$ cat src/rtl/step_pulse_gen.sv
// step_pulse_gen
//   Step-clock enable source for the single-cycle processor. The raw active-low
//   step key is synchronized (two flops), debounced by a four-state FSM with a
//   single shared counter, and turned into exactly one StepPulse per accepted
//   press. Halt suppresses pulses without stopping the debouncer.
//
//   Optional feature (macro STEP_PULSE_AUTO_RUN_EN): with RunMode=1 a prescaler
//   issues one StepPulse every RUN_DIV cycles and manual pulses are suppressed.
//   Without the macro RunMode is ignored and no prescaler exists.
//
// Parameters:
//   DEBOUNCE_CYCLES  stable synchronized samples to accept a press/release (>=2)
//   RUN_DIV          cycles between auto-run pulses (>=2)
//   CNT_W            width of StepCount
//
// Ports:
//   CLOCK_50   in   system clock, rising edge
//   ResetN     in   synchronous reset, active-low
//   StepKeyN   in   raw pushbutton, asynchronous, 0 = pressed
//   RunMode    in   1 = auto-run (feature build only), 0 = manual
//   Halt       in   forces StepPulse low, StepCount holds
//   StepPulse  out  registered one-cycle step enable
//   KeyHeld    out  debounced key state, 1 = pressed
//   StepCount  out  number of StepPulse assertions since reset (wraps)

module step_pulse_gen #(
    parameter int unsigned DEBOUNCE_CYCLES = 500000,
    parameter int unsigned RUN_DIV         = 12500000,
    parameter int unsigned CNT_W           = 16
) (
    input  logic             CLOCK_50,
    input  logic             ResetN,
    input  logic             StepKeyN,
    input  logic             RunMode,
    input  logic             Halt,
    output logic             StepPulse,
    output logic             KeyHeld,
    output logic [CNT_W-1:0] StepCount
);

    localparam int unsigned     DB_W    = $clog2(DEBOUNCE_CYCLES);
    localparam logic [DB_W-1:0] DB_LAST = DB_W'(DEBOUNCE_CYCLES - 1);

    typedef enum logic [1:0] {
        IDLE,
        PRESS_WAIT,
        PRESSED,
        RELEASE_WAIT
    } state_t;

    logic            key_s1;
    logic            key_s2;
    state_t          state;
    state_t          state_nxt;
    logic [DB_W-1:0] db_cnt;
    logic [DB_W-1:0] db_cnt_nxt;
    logic            press_done;
    logic            pulse_nxt;

    // Debounce FSM: next state, shared counter, press acceptance strobe.
    always_comb begin
        state_nxt  = state;
        db_cnt_nxt = db_cnt;
        press_done = 1'b0;
        case (state)
            IDLE: begin
                if (!key_s2) state_nxt = PRESS_WAIT;
            end
            PRESS_WAIT: begin
                if (key_s2) begin
                    state_nxt = IDLE;
                end else if (db_cnt == DB_LAST) begin
                    state_nxt  = PRESSED;
                    press_done = 1'b1;
                end else begin
                    db_cnt_nxt = db_cnt + 1'b1;
                end
            end
            PRESSED: begin
                if (key_s2) state_nxt = RELEASE_WAIT;
            end
            RELEASE_WAIT: begin
                if (!key_s2) begin
                    state_nxt = PRESSED;
                end else if (db_cnt == DB_LAST) begin
                    state_nxt = IDLE;
                end else begin
                    db_cnt_nxt = db_cnt + 1'b1;
                end
            end
            default: state_nxt = IDLE;
        endcase
        // One counter serves both wait states, so every transition restarts it.
        if (state_nxt != state) db_cnt_nxt = '0;
    end

    assign KeyHeld = (state == PRESSED) || (state == RELEASE_WAIT);

`ifdef STEP_PULSE_AUTO_RUN_EN
    localparam int unsigned     PS_W    = $clog2(RUN_DIV);
    localparam logic [PS_W-1:0] PS_LAST = PS_W'(RUN_DIV - 1);

    logic [PS_W-1:0] presc;
    logic [PS_W-1:0] presc_nxt;
    logic            auto_fire;

    // Prescaler sits at 0 whenever run mode is off or halted, so any RunMode
    // change or Halt restarts the full RUN_DIV interval.
    always_comb begin
        presc_nxt = presc;
        auto_fire = 1'b0;
        if (!RunMode || Halt) begin
            presc_nxt = '0;
        end else if (presc == PS_LAST) begin
            presc_nxt = '0;
            auto_fire = 1'b1;
        end else begin
            presc_nxt = presc + 1'b1;
        end
    end

    always_ff @(posedge CLOCK_50) begin
        if (!ResetN) presc <= '0;
        else         presc <= presc_nxt;
    end

    assign pulse_nxt = !Halt && (RunMode ? auto_fire : press_done);
`else
    logic unused_run_mode;
    assign unused_run_mode = RunMode;
    assign pulse_nxt       = !Halt && press_done;
`endif

    always_ff @(posedge CLOCK_50) begin
        if (!ResetN) begin
            key_s1    <= 1'b1;
            key_s2    <= 1'b1;
            state     <= IDLE;
            db_cnt    <= '0;
            StepPulse <= 1'b0;
            StepCount <= '0;
        end else begin
            key_s1    <= StepKeyN;
            key_s2    <= key_s1;
            state     <= state_nxt;
            db_cnt    <= db_cnt_nxt;
            StepPulse <= pulse_nxt;
            if (StepPulse) StepCount <= StepCount + 1'b1;
        end
    end

endmodule

$ cat config.mk
export PLATFORM = sky130hd
export DESIGN_NAME = step_pulse_gen
export DESIGN_NICKNAME = d
export VERILOG_FILES = /design/src/rtl/step_pulse_gen.sv
export SDC_FILE = /design/constraint.sdc
export NUM_CORES = 1
export LEC_CHECK = 0
export ABC_AREA = 1
export ABC_CLOCK_PERIOD_IN_PS = 5080
export CAP_MARGIN = 30
export CELL_PAD_IN_SITES_DETAIL_PLACEMENT = 1
export CELL_PAD_IN_SITES_GLOBAL_PLACEMENT = 1
export CORE_ASPECT_RATIO = 1.75
export CORE_UTILIZATION = 46
export CTS_BUF_LIST = sky130_fd_sc_hd__clkbuf_8
export DETAILED_ROUTE_END_ITERATION = 10
export PLACE_DENSITY = 0.94
export SYNTH_ARGS = -nofsm -noshare
export SYNTH_HDL_FRONTEND = slang
export SYNTH_SLANG_ARGS = --single-unit
$ cat constraint.sdc
create_clock -name CLOCK_50 -period 5.08 [get_ports CLOCK_50]
set_clock_uncertainty 0.2 [all_clocks]
set_input_delay 1.524 -clock CLOCK_50 [delete_from_list [all_inputs] [get_ports CLOCK_50]]
set_output_delay 1.524 -clock CLOCK_50 [all_outputs]
set_load 0.02 [all_outputs]
==> qor.yml <==
grt:
  grt_pass1_vias: 2234
  busiest_layer: "met2"
  grt-ovfl-total: 0
  grt_use_total_pct: 26.4
  grt_pass1_wl_um: 9650
  use_met1_pct: 23.5
  use_met2_pct: 49.4
  antenna_found_initial: 0
  grt_max_degree: 20
  grtUsageMet3_pct: 4.72
synth:
  ys_warn_count: 0
  synth_compound_gate_area_share_pct: 11.5
  synth_area_leader_cell: "dfxtp_1"
  yosys.area_share.simple_pct: 37.9
  synth-async-reset-ratio_pct: 0
  ys_seq_area_share_pct: 36.7
  synth_cell_types: 38
  synthAdderAreaFrac_pct: 1.15
  ys_top_cells_by_count: "81 x nand2_1, 40 x dfxtp_1, 35 x nor2_1, 28 x inv_1, 19 x nand3_1"
  synth_edf_count: 0
  ys.flop_type: "dfxtp_1"
  synth_xor_xnor_area_share_pct: 4.42
  netlist_area_sq_um: 2180
  ys_ff_latch: 40
  netlist_instances: 305
  yosysMostFrequentCell: "nand2_1"
  avgSynthCellArea_sq_um: 7.15
  synth_fp_nets: 312
  yosys.area.top_type_share_pct: 36.7
  synth_top_family_by_area: "simple AND/OR/NAND/NOR gates"
  netlist_top_cells_area: "dfxtp_1 37%, nand2_1 14%, nor2_1 6.0%"
  synth.mux.area_fraction_pct: 0
setup_path:
  worstPathMaxFanout: 13
  worstPathArrival_ps: 3310
  slowest_stage: "clkdlybuf4s50_1"
  worstSetupPathType: "in -> reg"
  required_ps: 5070
  cp-start-kind: "input port"
  path_cells: "clkdlybuf4s50_1, clkinv_1, nor4_1"
  max_stage_delay_ps: 860
  r2r_setup_slack_ps: 3050
  crit_path_end_kind: "register"
placed_design:
  dpl.hpwl_um: 4410
  portBuffers: 21
  dp.cells: 371
  gp_congestion: 0.909
clocking:
  clock_latency_ps: 300
  cts_resized: 0
  cts_max_level: 2
  hold_buffers: 0
  cts-root-buf: "clkbuf_8"
  cts_tree: "built"
  clock-sinks: 40
  path_clk_slew_ps: 90
  clockBufferDepth: 2
  cts_inserted_buffers: 5
  cts_setup_buffers: 0
sta:
  max-slew-margin-rel_pct: 59.2
  tightest_slew_ps: 610
  tns_ps: 0
  setup_viol: 0
  period_minus_slack_ps: 3320
  post-route-period-util_pct: 65.4
  final_max_slew_viol_count: 0
  hold_viol: 0
  rsz0062_at_grt: "no"
  fmax_mhz: 301
finish:
  stdcell_count: 379
  diodes: 0
  layout.nets: 334
  drive_above_1_share_pct: 11.3
  areaGrowthSynthToFinish_pct: 15.2
flow_run:
  cap_violations: 0
floorplan:
  dieHeight_um: 93.1
  dieArea_sq_um: 5030
  die_x_um: 54.0
  ios: 23
  initial_core_util_pct: 48.6
  row_count: 32
  core_sq_um: 4480
drt:
  viasPerCell: 5.51
  drt_iter0_drc: 47
  first_pass_iters: 4
  wl_per_cell_um: 15.6
  postRouteAntennaNets: 0
  vias: 2088
  drc: 0
  wirelength_um: 5910
worst_hold_path:
  min_path_type: "reg -> reg"
power_and_ir_drop:
  power_density_nw_per_um2: 238
  total_leakage_power_nw: 0.893
  vdd_drop_max_v: 0.000250
outcome:
  status: "finished clean"
-- path summary, 6_finish.rpt --
| check | startpoint | cells after the start | end |
|---|---|---|---|
| setup / recovery | ResetN | 3 | StepPulse |
| hold / removal | key_s1 | 1 | key_s2 |
| setup reg to reg | db_cnt[0] | 10 | db_cnt[18] |
| hold reg to reg | key_s1 | 1 | key_s2 |
-- state kept, by name, indices dropped and copies added, names as in the netlist --
register / flops
StepCount: 16
StepPulse: 1
db_cnt: 19
key_s1: 1
key_s2: 1
state: 2
-- logic make-up (layout without fill, tap and decap cells) --
family | Yosys count | count (layout)
adder cells (fa/ha/maj) | 2 | 2
AO/OA/AOI/OAI | 41 | 41
XOR/XNOR | 11 | 11
AND/OR/NAND/NOR | 172 | 172
buffers and inverters | 39 | 62
flip-flops | 40 | 40
-- stage by stage --
step | util [%] | total power [mW] | hold slack, ps | area, sq um | setup slack, ps
2_1_floorplan | - | 0.336 | 193 | 2180 | 2790
3_3_place_gp | 53.5 | 0.340 | 196 | 2400 | 1480
3_5_place_dp | 53.5 | 0.341 | 207 | 2400 | 1450
4_1_cts | 56.0 | 0.602 | 230 | 2510 | 1750
5_1_grt | 56.0 | 0.617 | 234 | 2510 | 1710
6_report | 56.0 | 0.597 | 225 | 2510 | 1760
-- power by group --
group          switching, mW  internal [mW]
Sequential          0.000666          0.314
Clock                  0.119          0.145
Combinational         0.0123        0.00554
-- critical path, delay by kind of cell --
kind                   cells  cell delay [ps]
buffers and inverters      2             1350
AND/OR/NAND/NOR            1              440
-- layout by cell type, fill, tap and decap left out, types with 5 or more instances in the layout --
master           count
dfxtp_1             40
o21ai_0             10
xor2_1               8
a21oi_1             18
nor2_1              35
nor2_2               9
inv_1               28
nor3_1               5
clkbuf_8             5
nand3_1             19
o21bai_1             6
nand2_1             81
clkdlybuf4s50_1     21
-- cell type report --
| type | count | area [sq um] |
|---|---|---|
| clock buffers | 5 | 68.8 |
| inverters | 33 | 126 |
| multi-input cells | 226 | 1200 |
| flip-flops and latches | 40 | 801 |
| clock inverters | 3 | 42.5 |
| repair buffers | 21 | 210 |
| well taps | 51 | 63.8 |
| fillers | 595 | 1970 |
-- routing by layer --
| metal | vias to the layer above | wire length [um] |
|---|---|---|
| met5 | - | 0 |
| met4 | 0 | 272 |
| met3 | 24 | 169 |
| met2 | 48 | 3370 |
| met1 | 1001 | 2100 |
| li1 | 1015 | - |
(Power assumes the default switching activity.)
